**config.mk**
```make
export PLATFORM = sky130hd
export DESIGN_NAME = instr_fetch_queue
export DESIGN_NICKNAME = d
export VERILOG_FILES = /design/src/rtl/instr_fetch_queue.sv
export SDC_FILE = /design/constraint.sdc
export NUM_CORES = 1
export LEC_CHECK = 0
export ABC_AREA = 1
export BUFFER_PORTS_ARGS = -buffer_cell sky130_fd_sc_hd__clkbuf_2
export CAP_MARGIN = 10
export CORE_MARGIN = 1
export CORE_UTILIZATION = 28
export DETAILED_ROUTE_END_ITERATION = 7
export SYNTH_ARGS = -nofsm -noshare
export SYNTH_HDL_FRONTEND = slang
export SYNTH_SLANG_ARGS = --single-unit
```
**constraint.sdc**
```tcl
create_clock -name clk -period 5.52 [get_ports clk]
set_clock_uncertainty 0.1 [all_clocks]
set_input_delay 0.828 -clock clk [delete_from_list [all_inputs] [get_ports clk]]
set_output_delay 0.828 -clock clk [all_outputs]
set_load 0.05 [all_outputs]
```
**src/rtl/instr_fetch_queue.sv**
```systemverilog
// rtl/instr_fetch_queue.sv - in-order instruction fetch front end with a small (instr, pc) queue
// Optional FETCH_BYPASS_EN: a response arriving at an empty queue goes straight to decode.
module instr_fetch_queue #(
   parameter int                    DATA_WIDTH = 32,
   parameter int                    DEPTH      = 4,
   parameter logic [DATA_WIDTH-1:0] RESET_PC   = 32'h0000_0000,
   parameter logic [DATA_WIDTH-1:0] NOP_INSTR  = 32'h0000_0013
) (
   input  logic                  clk,
   input  logic                  rst,
   output logic                  imem_req_valid,
   input  logic                  imem_req_ready,
   output logic [DATA_WIDTH-1:0] imem_addr,
   input  logic                  imem_resp_valid,
   input  logic [DATA_WIDTH-1:0] imem_resp_data,
   input  logic                  redirect,
   input  logic [DATA_WIDTH-1:0] redirect_pc,
   output logic                  instr_valid,
   input  logic                  instr_ready,
   output logic [DATA_WIDTH-1:0] InstrD,
   output logic [DATA_WIDTH-1:0] PCD,
   output logic [DATA_WIDTH-1:0] PCPlus4D
);
   localparam int PW = $clog2(DEPTH);
   localparam int CW = PW + 1;

   logic [DATA_WIDTH-1:0] instr_mem_q [DEPTH];
   logic [DATA_WIDTH-1:0] pc_mem_q    [DEPTH];
   logic [PW-1:0]         head_q, head_d, tail_q, tail_d;
   logic [CW-1:0]         count_q, count_d, outst_q, outst_d, drop_q, drop_d;
   logic [DATA_WIDTH-1:0] pc_q, pc_d, resp_pc_q, resp_pc_d, last_pc_q, last_pc_d;

   logic                  req_fire, resp_keep, bypass, push, pop, q_valid;
   logic [CW:0]           credits_used;
   logic [DATA_WIDTH-1:0] redirect_aligned;

   assign redirect_aligned = redirect_pc & ~DATA_WIDTH'(3);
   // Queued entries plus in-flight requests never exceed DEPTH, so a push always finds room.
   assign credits_used   = {1'b0, count_q} + {1'b0, outst_q};
   assign imem_req_valid = !rst && !redirect && (credits_used < (CW+1)'(DEPTH));
   assign imem_addr      = pc_q;
   assign req_fire       = imem_req_valid && imem_req_ready;

   assign q_valid   = (count_q != '0);
   assign resp_keep = imem_resp_valid && (drop_q == '0) && !redirect && !rst;
`ifdef FETCH_BYPASS_EN
   assign bypass = resp_keep && !q_valid && instr_ready;
`else
   assign bypass = 1'b0;
`endif
   assign push = resp_keep && !bypass;
   assign pop  = q_valid && instr_ready && !redirect;

   assign instr_valid = q_valid || bypass;

   always_comb begin
      if (q_valid) begin
         InstrD = instr_mem_q[head_q];
         PCD    = pc_mem_q[head_q];
      end else if (bypass) begin
         InstrD = imem_resp_data;
         PCD    = resp_pc_q;
      end else begin
         InstrD = NOP_INSTR;
         PCD    = last_pc_q;
      end
   end
   assign PCPlus4D = PCD + DATA_WIDTH'(4);

   always_comb begin
      pc_d      = pc_q;
      resp_pc_d = resp_pc_q;
      head_d    = head_q;
      tail_d    = tail_q;
      count_d   = count_q;
      drop_d    = drop_q;
      outst_d   = outst_q + CW'(req_fire) - CW'(imem_resp_valid);
      last_pc_d = instr_valid ? PCD : last_pc_q;
      if (redirect) begin
         // Everything still in flight after this cycle belongs to the old stream.
         pc_d      = redirect_aligned;
         resp_pc_d = redirect_aligned;
         head_d    = '0;
         tail_d    = '0;
         count_d   = '0;
         drop_d    = outst_q - CW'(imem_resp_valid);
      end else begin
         if (req_fire) pc_d = pc_q + DATA_WIDTH'(4);
         if (imem_resp_valid && (drop_q != '0)) drop_d = drop_q - CW'(1);
         if (resp_keep) resp_pc_d = resp_pc_q + DATA_WIDTH'(4);
         if (push) tail_d = tail_q + PW'(1);
         if (pop) head_d = head_q + PW'(1);
         count_d = count_q + CW'(push) - CW'(pop);
      end
   end

   always_ff @(posedge clk) begin
      if (rst) begin
         pc_q      <= RESET_PC;
         resp_pc_q <= RESET_PC;
         last_pc_q <= RESET_PC;
         head_q    <= '0;
         tail_q    <= '0;
         count_q   <= '0;
         outst_q   <= '0;
         drop_q    <= '0;
      end else begin
         pc_q      <= pc_d;
         resp_pc_q <= resp_pc_d;
         last_pc_q <= last_pc_d;
         head_q    <= head_d;
         tail_q    <= tail_d;
         count_q   <= count_d;
         outst_q   <= outst_d;
         drop_q    <= drop_d;
      end
   end

   always_ff @(posedge clk) begin
      if (push) begin
         instr_mem_q[tail_q] <= imem_resp_data;
         pc_mem_q[tail_q]    <= resp_pc_q;
      end
   end

   always_ff @(posedge clk) begin
      if (!rst) assert (!(push && (count_q == CW'(DEPTH))));
   end
endmodule
```
==> flow_summary.yaml <==
logic_synthesis:
  synthFlopType: "sky130_fd_sc_hd__edfxtp_1"
  ys_top_cells_by_count: "490 x sky130_fd_sc_hd__nand2_1, 301 x sky130_fd_sc_hd__nor2_1, 248 x sky130_fd_sc_hd__edfxtp_1, 218 x sky130_fd_sc_hd__inv_1, 117 x sky130_fd_sc_hd__nand3_1"
  netlist.top_cell.by_area: "sky130_fd_sc_hd__edfxtp_1"
  synth-edff-count: 248
  synthTopCellsByArea: "sky130_fd_sc_hd__edfxtp_1 44%, sky130_fd_sc_hd__dfxtp_1 13%, sky130_fd_sc_hd__nand2_1 11%"
  synthesis.yosys.warnings: 0
  synth-seq-area-share: 0.561
  average_instance_area_after_synthesis_um2: 8.70
  ys_ff_latch: 355
  post-synth-top-area-fraction: 0.436
  synthMostInstantiatedCell: "sky130_fd_sc_hd__nand2_1"
  synth.distinct_cells: 47
  netlist_instances: 1965
  synth-async-reset-ratio: 0
  mappedNetlistArea_um2: 17100
finish:
  antennaDiodeCount: 0
  syn_to_final_growth_pct: 18.2
  final-seq-area_um2: 9590
  multi_input_gate_area_in_the_final_layout_um2: 6210
  design.final.nets: 2226
  fin_util: 0.335
  num-fill-cells: 6216
  post_route_cells_drive_above_1_share: 0.165
placed_design:
  finalWeightedCongestion: 0.871
  count_of_input_and_output_buffers: 195
  dp.final_hpwl_um: 31700
global_route:
  antenna_violations_before_repair: 1
  gr-total-overflow: 0
  grt_util_all_layers: 0.152
  pin_count_of_the_biggest_net_entering_global_routing: 96
  grt_pass1_wl_um: 73500
  first_global_vias: 12900
clocking:
  cts.clk_slew.worst_paths_ns: 0.06
  worstSkewPairLatency_ns: 0.55
  post_cts_setup_bufs: 0
  cts_made_buffers: 40
  post_cts.resized_instances: 0
  clock_tree.root_cell: "sky130_fd_sc_hd__clkbuf_16"
  htree_levels: 2
  holdBufCountCts: 0
  ctsLongestPathBuffers: 3
  cts.sinks: 355
  clock_tree_from_tritoncts: "built"
floorplan:
  die_height_um: 249
  die_area_um2: 62000
  ioPinCount: 200
  floorplan.rows: 90
  core_area_um2: 60400
  dieWidth_um: 249
  initial_core_util: 0.283
setup_path:
  worst-r2r-setup-slack_ns: 2.84
  cp-start-kind: "flip-flop"
  r2r_start: "outst_q[2]$_SDFF_PP0_"
  critical_path.endpoint_type: "primary output"
  cp.required_ns: 4.59
  worstReg2RegEnd: "outst_q[2]$_SDFF_PP0_"
  worst_ep_arrival_time_ns: 3.70
  worst-setup-path-type: "reg2out"
  r2r.worst_path.cells: 11
  critPathMaxFanout: 64
route:
  drt_first_iter_violations: 962
  post_drt_wl_per_cell_um: 16.2
  drt_wl_total_um: 47700
  routed-via-count: 13600
  detail_route.vias_per_cell: 4.63
  first_pass_iters: 5
  post-route-drc-count: 0
  ant_nets: 0
power_and_ir_drop:
  worst_vdd_ir_mv: 0.177
  cellPowerDensity_nw_per_um2: 319
  leakagePower_nw: 8.21
sta:
  timing.max_slew.rel_slack: 0.284
  grt_setup_unrepaired: "no"
  timing.final.setup_violations: 0
  fmax_ghz: 0.216
  fin_crit_ns: 4.63
  fin_worst_hold_slack_ns: 0.348
  report.final.hold_viol_count: 0
  tns_ns: 0
  final_worst_path_period_share: 0.838
  timing_worst_slew_pin_value_ns: 1.07
  slew_violations: 0
min_path:
  hold-path-endpoint: "last_pc_q[1]$_SDFFE_PP0N_"
  min_path_cells: 2
  min_delay_worst_type: "reg2reg"
  holdCritStartpoint: "last_pc_q[1]$_SDFFE_PP0N_"
outcome:
  run_status: "finished clean"
flow_run:
  cap_violations: 0
==> state kept, by name (all words and copies together) (netlist names), named ones only <==
signal       count
resp_pc_q       30
pc_mem_q       120
instr_mem_q    128
tail_q           2
imem_addr       30
drop_q           3
count_q          3
outst_q          3
last_pc_q       32
head_q           2
==> critical path, stage by stage, from the launching register on <==
cell                       delay, ns
sky130_fd_sc_hd__dfxtp_2        0.33
sky130_fd_sc_hd__inv_4          0.59
sky130_fd_sc_hd__o21ai_0        0.24
sky130_fd_sc_hd__o21ai_1        0.37
sky130_fd_sc_hd__nand2_1        0.14
sky130_fd_sc_hd__nand2_2        0.19
sky130_fd_sc_hd__ha_1           0.30
sky130_fd_sc_hd__nand2_4        0.11
sky130_fd_sc_hd__nor2_2         0.26
sky130_fd_sc_hd__nand2_1        0.11
sky130_fd_sc_hd__xor2_1         0.18
sky130_fd_sc_hd__clkbuf_2       0.31
==> worst max-delay path by stage <==
stage | startpoint | end | slack (ns) | cells after the start
floorplan | rst | instr_mem_q[0][0]$_DFFE_PP_ | 0.73 | 7
global placement | flip-flop | PCPlus4D[16] | 1.41 | 11
detailed placement | flip-flop | PCPlus4D[16] | 1.44 | 11
CTS | flip-flop | PCPlus4D[16] | 0.75 | 11
global route | flip-flop | PCPlus4D[16] | 0.59 | 11
finish | flip-flop | PCPlus4D[16] | 0.89 | 11
==> layer usage <==
| layer | share of wire | vias up | routed length (µm) | GRT usage |
|---|---|---|---|---|
| met5 | 0.00027 | - | 13 | 0 |
| met4 | 0.025 | 2 | 1170 | 0.0480 |
| met3 | 0.061 | 70 | 2920 | 0.0227 |
| met2 | 0.45 | 468 | 21600 | 0.241 |
| met1 | 0.46 | 6374 | 22000 | 0.211 |
| li1 | - | 6727 | - | - |
==> power by group <==
group	internal, mW	switching [mW]
sequential	2.91	0.0725
clock	1.76	1.07
combinational	0.159	0.458
==> per-stage QoR <==
stage	cells	instance area, µm²	total power [mW]	worst slack (ns)
after CTS	2949	20200	6.50	0.752
after global routing	2949	20200	6.66	0.592
after detailed placement	2877	18800	3.66	1.44
final	2949	20200	6.44	0.892
after floorplan	1966	17100	3.46	0.730
after global placement	2877	18800	3.65	1.41
==> cells in the final DEF (no fill, tap or decap), types with 3 or more instances in the layout <==
| cell | n |
|---|---|
| sky130_fd_sc_hd__xnor2_1 | 7 |
| sky130_fd_sc_hd__bufinv_16 | 8 |
| sky130_fd_sc_hd__nand4_1 | 23 |
| sky130_fd_sc_hd__xor2_1 | 40 |
| sky130_fd_sc_hd__a31oi_1 | 26 |
| sky130_fd_sc_hd__nor2_2 | 8 |
| sky130_fd_sc_hd__dfxtp_1 | 105 |
| sky130_fd_sc_hd__or2_2 | 21 |
| sky130_fd_sc_hd__clkbuf_1 | 6 |
| sky130_fd_sc_hd__nand3_1 | 117 |
| sky130_fd_sc_hd__a21oi_1 | 60 |
| sky130_fd_sc_hd__o21bai_1 | 3 |
| sky130_fd_sc_hd__inv_2 | 3 |
| sky130_fd_sc_hd__nand2_4 | 4 |
| sky130_fd_sc_hd__nand2_2 | 28 |
| sky130_fd_sc_hd__clkbuf_2 | 194 |
| sky130_fd_sc_hd__clkbuf_16 | 41 |
| sky130_fd_sc_hd__ha_1 | 17 |
| sky130_fd_sc_hd__nand2_1 | 490 |
| sky130_fd_sc_hd__buf_4 | 12 |
| sky130_fd_sc_hd__clkinv_2 | 7 |
| sky130_fd_sc_hd__edfxtp_1 | 248 |
| sky130_fd_sc_hd__clkinv_1 | 5 |
| sky130_fd_sc_hd__buf_12 | 6 |
| sky130_fd_sc_hd__inv_1 | 218 |
| sky130_fd_sc_hd__o22ai_1 | 8 |
| sky130_fd_sc_hd__nor2_1 | 297 |
| sky130_fd_sc_hd__o211ai_1 | 4 |
| sky130_fd_sc_hd__nor2_4 | 10 |
| sky130_fd_sc_hd__a31o_2 | 3 |
| sky130_fd_sc_hd__nor3_1 | 11 |
| sky130_fd_sc_hd__o21ai_0 | 100 |
| sky130_fd_sc_hd__o311ai_0 | 4 |
| sky130_fd_sc_hd__nor3b_1 | 3 |
==> cell type report <==
type	instances	area share
multi-input combinational	1305	0.308
clock buffer	49	0.0533
tap	782	0.0484
clock inverter	23	0.0158
inverter	223	0.0417
timing repair buffer	212	0.0585
sequential	355	0.475
==> kinds of logic after synthesis <==
logic type | Yosys count | share of synthesized area
flops | 355 | 0.561
buf+inv | 306 | 0.0773
fa+ha+maj | 19 | 0.0148
other cells | 1 | 0.000219
simple gates | 1022 | 0.253
xor+xnor | 47 | 0.0241
compound gates | 215 | 0.0690
Power figures use the tool's default switching activity.
